`src/rtl/cei_mochila_obi_rr_arbiter.sv`:
```
// Round-robin arbiter sharing one OBI slave port among NMASTER requesters.
// An owner FIFO records who was granted so responses return to the right master in order.
module cei_mochila_obi_rr_arbiter #(
   parameter int NMASTER         = 5,
   parameter int MAX_OUTSTANDING = 2,
   parameter int IDX_W           = $clog2(NMASTER)
) (
   input  logic                   clk_i,
   input  logic                   rst_i,
   input  logic [NMASTER-1:0]     m_req_i,
   input  logic [NMASTER*32-1:0]  m_addr_i,
   input  logic [NMASTER-1:0]     m_we_i,
   input  logic [NMASTER*4-1:0]   m_be_i,
   input  logic [NMASTER*32-1:0]  m_wdata_i,
   output logic [NMASTER-1:0]     m_gnt_o,
   output logic [NMASTER-1:0]     m_rvalid_o,
   output logic [31:0]            m_rdata_o,
   output logic                   s_req_o,
   output logic [31:0]            s_addr_o,
   output logic                   s_we_o,
   output logic [3:0]             s_be_o,
   output logic [31:0]            s_wdata_o,
   input  logic                   s_gnt_i,
   input  logic                   s_rvalid_i,
   input  logic [31:0]            s_rdata_i,
   output logic                   busy_o,
   output logic                   err_o
);

   localparam int PTR_W = (MAX_OUTSTANDING > 1) ? $clog2(MAX_OUTSTANDING) : 1;
   localparam int CNT_W = $clog2(MAX_OUTSTANDING + 1);

   logic [IDX_W-1:0] r_rr_ptr;
   logic [IDX_W-1:0] r_locked_idx;
   logic             r_lock;
   logic             r_err;
   logic [IDX_W-1:0] r_fifo [MAX_OUTSTANDING];
   logic [PTR_W-1:0] r_wr_ptr;
   logic [PTR_W-1:0] r_rd_ptr;
   logic [CNT_W-1:0] r_count;

   logic [IDX_W-1:0] w_sel;
   logic [IDX_W-1:0] w_head;
   logic             w_found;
   logic             w_fifo_full;
   logic             w_fifo_empty;
   logic             w_s_req;
   logic             w_accept;
   logic             w_pop;

   function automatic logic [IDX_W-1:0] f_wrap_add(input logic [IDX_W-1:0] base, input int off);
      int s;
      s = int'(base) + off;
      if (s >= NMASTER) s = s - NMASTER;
      return IDX_W'(s);
   endfunction

   function automatic logic [PTR_W-1:0] f_ptr_inc(input logic [PTR_W-1:0] ptr);
      if (ptr == PTR_W'(MAX_OUTSTANDING - 1)) return '0;
      return ptr + 1'b1;
   endfunction

   // Scan from rr_ptr; an ungranted request pins the selection until it is accepted.
   always_comb begin
      w_sel   = r_rr_ptr;
      w_found = 1'b0;
      for (int i = 0; i < NMASTER; i++) begin
         if (!w_found && m_req_i[f_wrap_add(r_rr_ptr, i)]) begin
            w_sel   = f_wrap_add(r_rr_ptr, i);
            w_found = 1'b1;
         end
      end
      if (r_lock) w_sel = r_locked_idx;
   end

   assign w_fifo_full  = (r_count == CNT_W'(MAX_OUTSTANDING));
   assign w_fifo_empty = (r_count == '0);
   assign w_s_req      = m_req_i[w_sel] & ~w_fifo_full & ~rst_i;
   assign w_accept     = w_s_req & s_gnt_i;
   assign w_pop        = s_rvalid_i & ~w_fifo_empty;
   assign w_head       = r_fifo[r_rd_ptr];

   assign s_req_o   = w_s_req;
   assign s_addr_o  = m_addr_i[int'(w_sel)*32 +: 32];
   assign s_we_o    = m_we_i[w_sel];
   assign s_be_o    = m_be_i[int'(w_sel)*4 +: 4];
   assign s_wdata_o = m_wdata_i[int'(w_sel)*32 +: 32];
   assign m_rdata_o = s_rdata_i;
   assign busy_o    = (r_count != '0);
   assign err_o     = r_err;

   always_comb begin
      m_gnt_o            = '0;
      m_gnt_o[w_sel]     = w_accept;
      m_rvalid_o         = '0;
      m_rvalid_o[w_head] = w_pop;
   end

   always_ff @(posedge clk_i or posedge rst_i) begin
      if (rst_i) begin
         r_rr_ptr     <= '0;
         r_locked_idx <= '0;
         r_lock       <= 1'b0;
         r_err        <= 1'b0;
         r_wr_ptr     <= '0;
         r_rd_ptr     <= '0;
         r_count      <= '0;
      end else begin
         if (w_accept) begin
            r_rr_ptr <= f_wrap_add(w_sel, 1);
            r_lock   <= 1'b0;
            r_wr_ptr <= f_ptr_inc(r_wr_ptr);
         end else if (w_s_req && !s_gnt_i) begin
            r_lock       <= 1'b1;
            r_locked_idx <= w_sel;
         end
         if (w_pop) r_rd_ptr <= f_ptr_inc(r_rd_ptr);
         case ({w_accept, w_pop})
            2'b10:   r_count <= r_count + 1'b1;
            2'b01:   r_count <= r_count - 1'b1;
            default: r_count <= r_count;
         endcase
         // A response with nobody waiting for it is a slave protocol error.
         if (s_rvalid_i && w_fifo_empty) r_err <= 1'b1;
      end
   end

   // Owner storage is qualified by the pointers, so it needs no reset.
   always_ff @(posedge clk_i) begin
      if (w_accept) r_fifo[r_wr_ptr] <= w_sel;
   end

endmodule

```
`config.mk`:
```
export PLATFORM = sky130hd
export DESIGN_NAME = cei_mochila_obi_rr_arbiter
export DESIGN_NICKNAME = d
export VERILOG_FILES = /design/src/rtl/cei_mochila_obi_rr_arbiter.sv
export SDC_FILE = /design/constraint.sdc
export NUM_CORES = 1
export LEC_CHECK = 0
export CORE_AREA = 2 2 195 197
export DETAILED_ROUTE_END_ITERATION = 16
export DIE_AREA = 0 0 197 199
export DONT_BUFFER_PORTS = 1
export PLACE_DENSITY = 0.3
export REMOVE_ABC_BUFFERS = 1
export SLEW_MARGIN = 10
export SYNTH_ARGS = -nofsm -noshare
export SYNTH_HDL_FRONTEND = slang
export SYNTH_SLANG_ARGS = --single-unit
```
`constraint.sdc`:
```
create_clock -name clk_i -period 4.61 [get_ports clk_i]
set_input_delay 0.461 -clock clk_i [delete_from_list [all_inputs] [get_ports clk_i]]
set_output_delay 0.461 -clock clk_i [all_outputs]
set_load 0.02 [all_outputs]
```
==> metrics <==
run status finished, final reports clean; CP startpoint kind flop; fin crit period 4520 ps; # setup viols final 0; root buffer cell clkbuf_16; Synth top area share 27.6%; via-per-instance ratio 4.83; Tightest Pin Transition 552 ps; Antenna Nets Post-Route 0; TritonCTS clock tree built; Crit. End Element output port; CP Data Arrival Time 4060 ps; worst path cell trace buf_12 -> buf_4 -> fa_2 -> inv_4 -> a221oi_1 -> a31o_1 -> a31o_2 -> buf_4 -> a211oi_2 -> nor2_2 -> o31ai_4 -> buf_6 -> clkinv_16 -> clkbuf_16 -> buf_6 -> mux2i_1 -> nand2_1 -> a32o_2 -> buf_12; Vert. Die Dim 199 µm; Initial Util 14.6%; antenna violations before repair 7; final worst-path cycle share 98.1%; yosys warns 0; hpwl dp 25500 µm; 1st-iter DRT viols 429; Max Cap Violations 0; routed wire length 32000 µm; Synth Register Bits 18; cts hold-fix bufs 0; CTS H-Tree Depth 1; clk sinks 18; RSZ-0062 raised after global routing true; Synth area leader mux2i_1; sequential fraction of the synthesis area 8.89%; reg2reg path depth 16; dpl cells 1183; r2r endpoint r_rr_ptr[1]; Core Box Area 37100 µm²; grt ovf 0; die extent in x 197 µm; CP max stage cell fa_2; dominant synthesized flop cell dfrtp_1; layout filler cell count 4180; Area Overhead vs Synth 36.9%; Worst Path Max Fanout 6; FFs w/ async S/R, synth 66.7%; Worst-Skew Late Latency 250 ps; Worst Setup Path Type flop to output port; # rows 71; DRT Pass-1 Iters 5; commonest non-fill, non-tap cell in the layout nand2_1; Max Freq 221 MHz; Rel. slew slack 63.2%; Num CTS Buffers 3; Post-synth EDFFs 6; nets 1144; WL/cell 26.1 µm; routability congestion estimate 0.812; total track usage 14.5%; Mapped Cells 708; Final WS setup 89.6 ps; final std cells w/o fill 1225; count of final hold-check violations 0; Clock Pin Slew Worst Setup and Hold Paths 60 ps; pin count of the biggest net entering global routing 46; die area 39200 µm²; commonest cells after routing, fill and taps aside nand2_1, mux2i_1, buf_4; data required time of the worst path 4150 ps; synth unique cells 73; global-route wire length before repair 41500 µm; Worst Hold Class input port to asynchronous set/reset pin; CP max stage delay 480 ps; mapped cell area 5400 µm²; number of global-route vias before repair 5669; pre-CTS setup slack -55.6 ps; # DRC 0; Critical R2R Launch r_rr_ptr[0]; share of cells above drive strength 1 31.0%; fin. max-slew vios 0; Vias 5912; R2R setup slack 330 ps; Port Buffers 0; mean post-synth cell area 7.63 µm²; io pins 500; Fin Clk Skew 6.76 ps; Hold Slack 141 ps; Synth area leaders mux2i_1, a32o_1, nand2_1; Max Root-Sink Buffers 2
[flip-flops by register name, indices dropped and copies added, names as in the netlist]
name          count
r_count           2
r_wr_ptr          1
r_rr_ptr          3
err_o             1
r_lock            1
r_rd_ptr          1
r_locked_idx      3
r_fifo            6
[worst max path at each step]
| stage | from | end | cells after the start |
|---|---|---|---|
| 3_5_place_dp | r_rr_ptr[0] | s_addr_o[12] | 17 |
| 2_1_floorplan | r_rr_ptr[0] | s_addr_o[0] | 12 |
| 3_3_place_gp | r_rr_ptr[1] | m_gnt_o[3] | 14 |
| 4_1_cts | r_rr_ptr[1] | s_addr_o[11] | 17 |
| 5_1_grt | r_rr_ptr[1] | s_addr_o[1] | 19 |
| 6_report | r_rr_ptr[1] | s_addr_o[12] | 19 |
[worst max-delay path, delay by kind of cell (launching register included)]
kind,cells,cell delay (ps)
AOI/OAI and AO/OA,6,1290
muxes,1,140
DFF,1,410
adders and majority gates,1,480
and+or+nand+nor,2,150
buffers and inverters,9,1290
[per-layer routing]
layer | share of wire (%) | up-vias | track usage (%)
li1 | - | 2704 | -
met1 | 38 | 2884 | 16.8
met2 | 50 | 302 | 24.3
met3 | 12 | 16 | 7.78
met4 | 0.40 | 6 | 1.53
met5 | 0.45 | - | 2.30
[cells in the mapped netlist (all sizes together) (3+ instances only)]
| cell type | number |
|---|---|
| inv | 19 |
| xor2 | 3 |
| ha | 11 |
| nor3 | 9 |
| buf | 72 |
| a21oi | 17 |
| xnor2 | 5 |
| and3 | 4 |
| nand2b | 11 |
| nor3b | 4 |
| clkbuf | 23 |
| or3 | 3 |
| nor2b | 6 |
| a221oi | 4 |
| o2bb2ai | 3 |
| nand3 | 6 |
| nand2 | 161 |
| a211oi | 9 |
| a31oi | 4 |
| nor2 | 22 |
| a21o | 6 |
| a32o | 69 |
| o21ai | 7 |
| mux2i | 149 |
| mux2 | 9 |
| o311ai | 3 |
| o22ai | 7 |
| o211ai | 4 |
| dfrtp | 12 |
| edfxtp | 6 |
[metrics by stage]
stage,setup TNS (ps),util (%),instance area (µm²)
detailed placement,-275,17.1,6370
finish,0,19.9,7400
global route,-903,19.9,7390
floorplan,-201600,-,4850
CTS,-11.1,18.1,6720
global placement,-274,17.1,6370
[final cells by class]
cell class / instances / area (µm²) / share of cell area, %
Antenna cell: 6 / 15.0 / 0.203
Inverter: 20 / 108 / 1.45
Timing Repair inverter: 1 / 11.3 / 0.152
Timing Repair Buffer: 127 / 1380 / 18.6
Tap cell: 474 / 593 / 8.02
Clock buffer: 3 / 75.1 / 1.01
Clock inverter: 1 / 3.75 / 0.0507
Sequential cell: 18 / 482 / 6.51
Multi-Input combinational cell: 575 / 4730 / 64.0
[repair_timing]
action / 4_1_cts / 5_1_grt
pin swaps: 15 / 36
endpoints found under the setup margin: 75 / 77
setup buffers: 8 / 20
resized for setup: 44 / 92
gates cloned: 1 / 5
[kinds of logic (layout without fill, tap and decap cells)]
group / Yosys count / after routing / synth area share (%)
AO/OA/AOI/OAI: 158 / 158 / 25.7
XOR/XNOR: 8 / 8 / 1.30
adder cells (fa/ha/maj): 12 / 12 / 2.92
buffers and inverters: 115 / 152 / 11.6
flip-flops: 18 / 18 / 8.89
multiplexers: 159 / 159 / 29.9
other: 0 / 6 / 0
AND/OR/NAND/NOR: 238 / 238 / 19.7
Power is left out: the tool's default activity adds up to more than one toggle a clock period on the data nets, which glitch-free logic cannot reach.
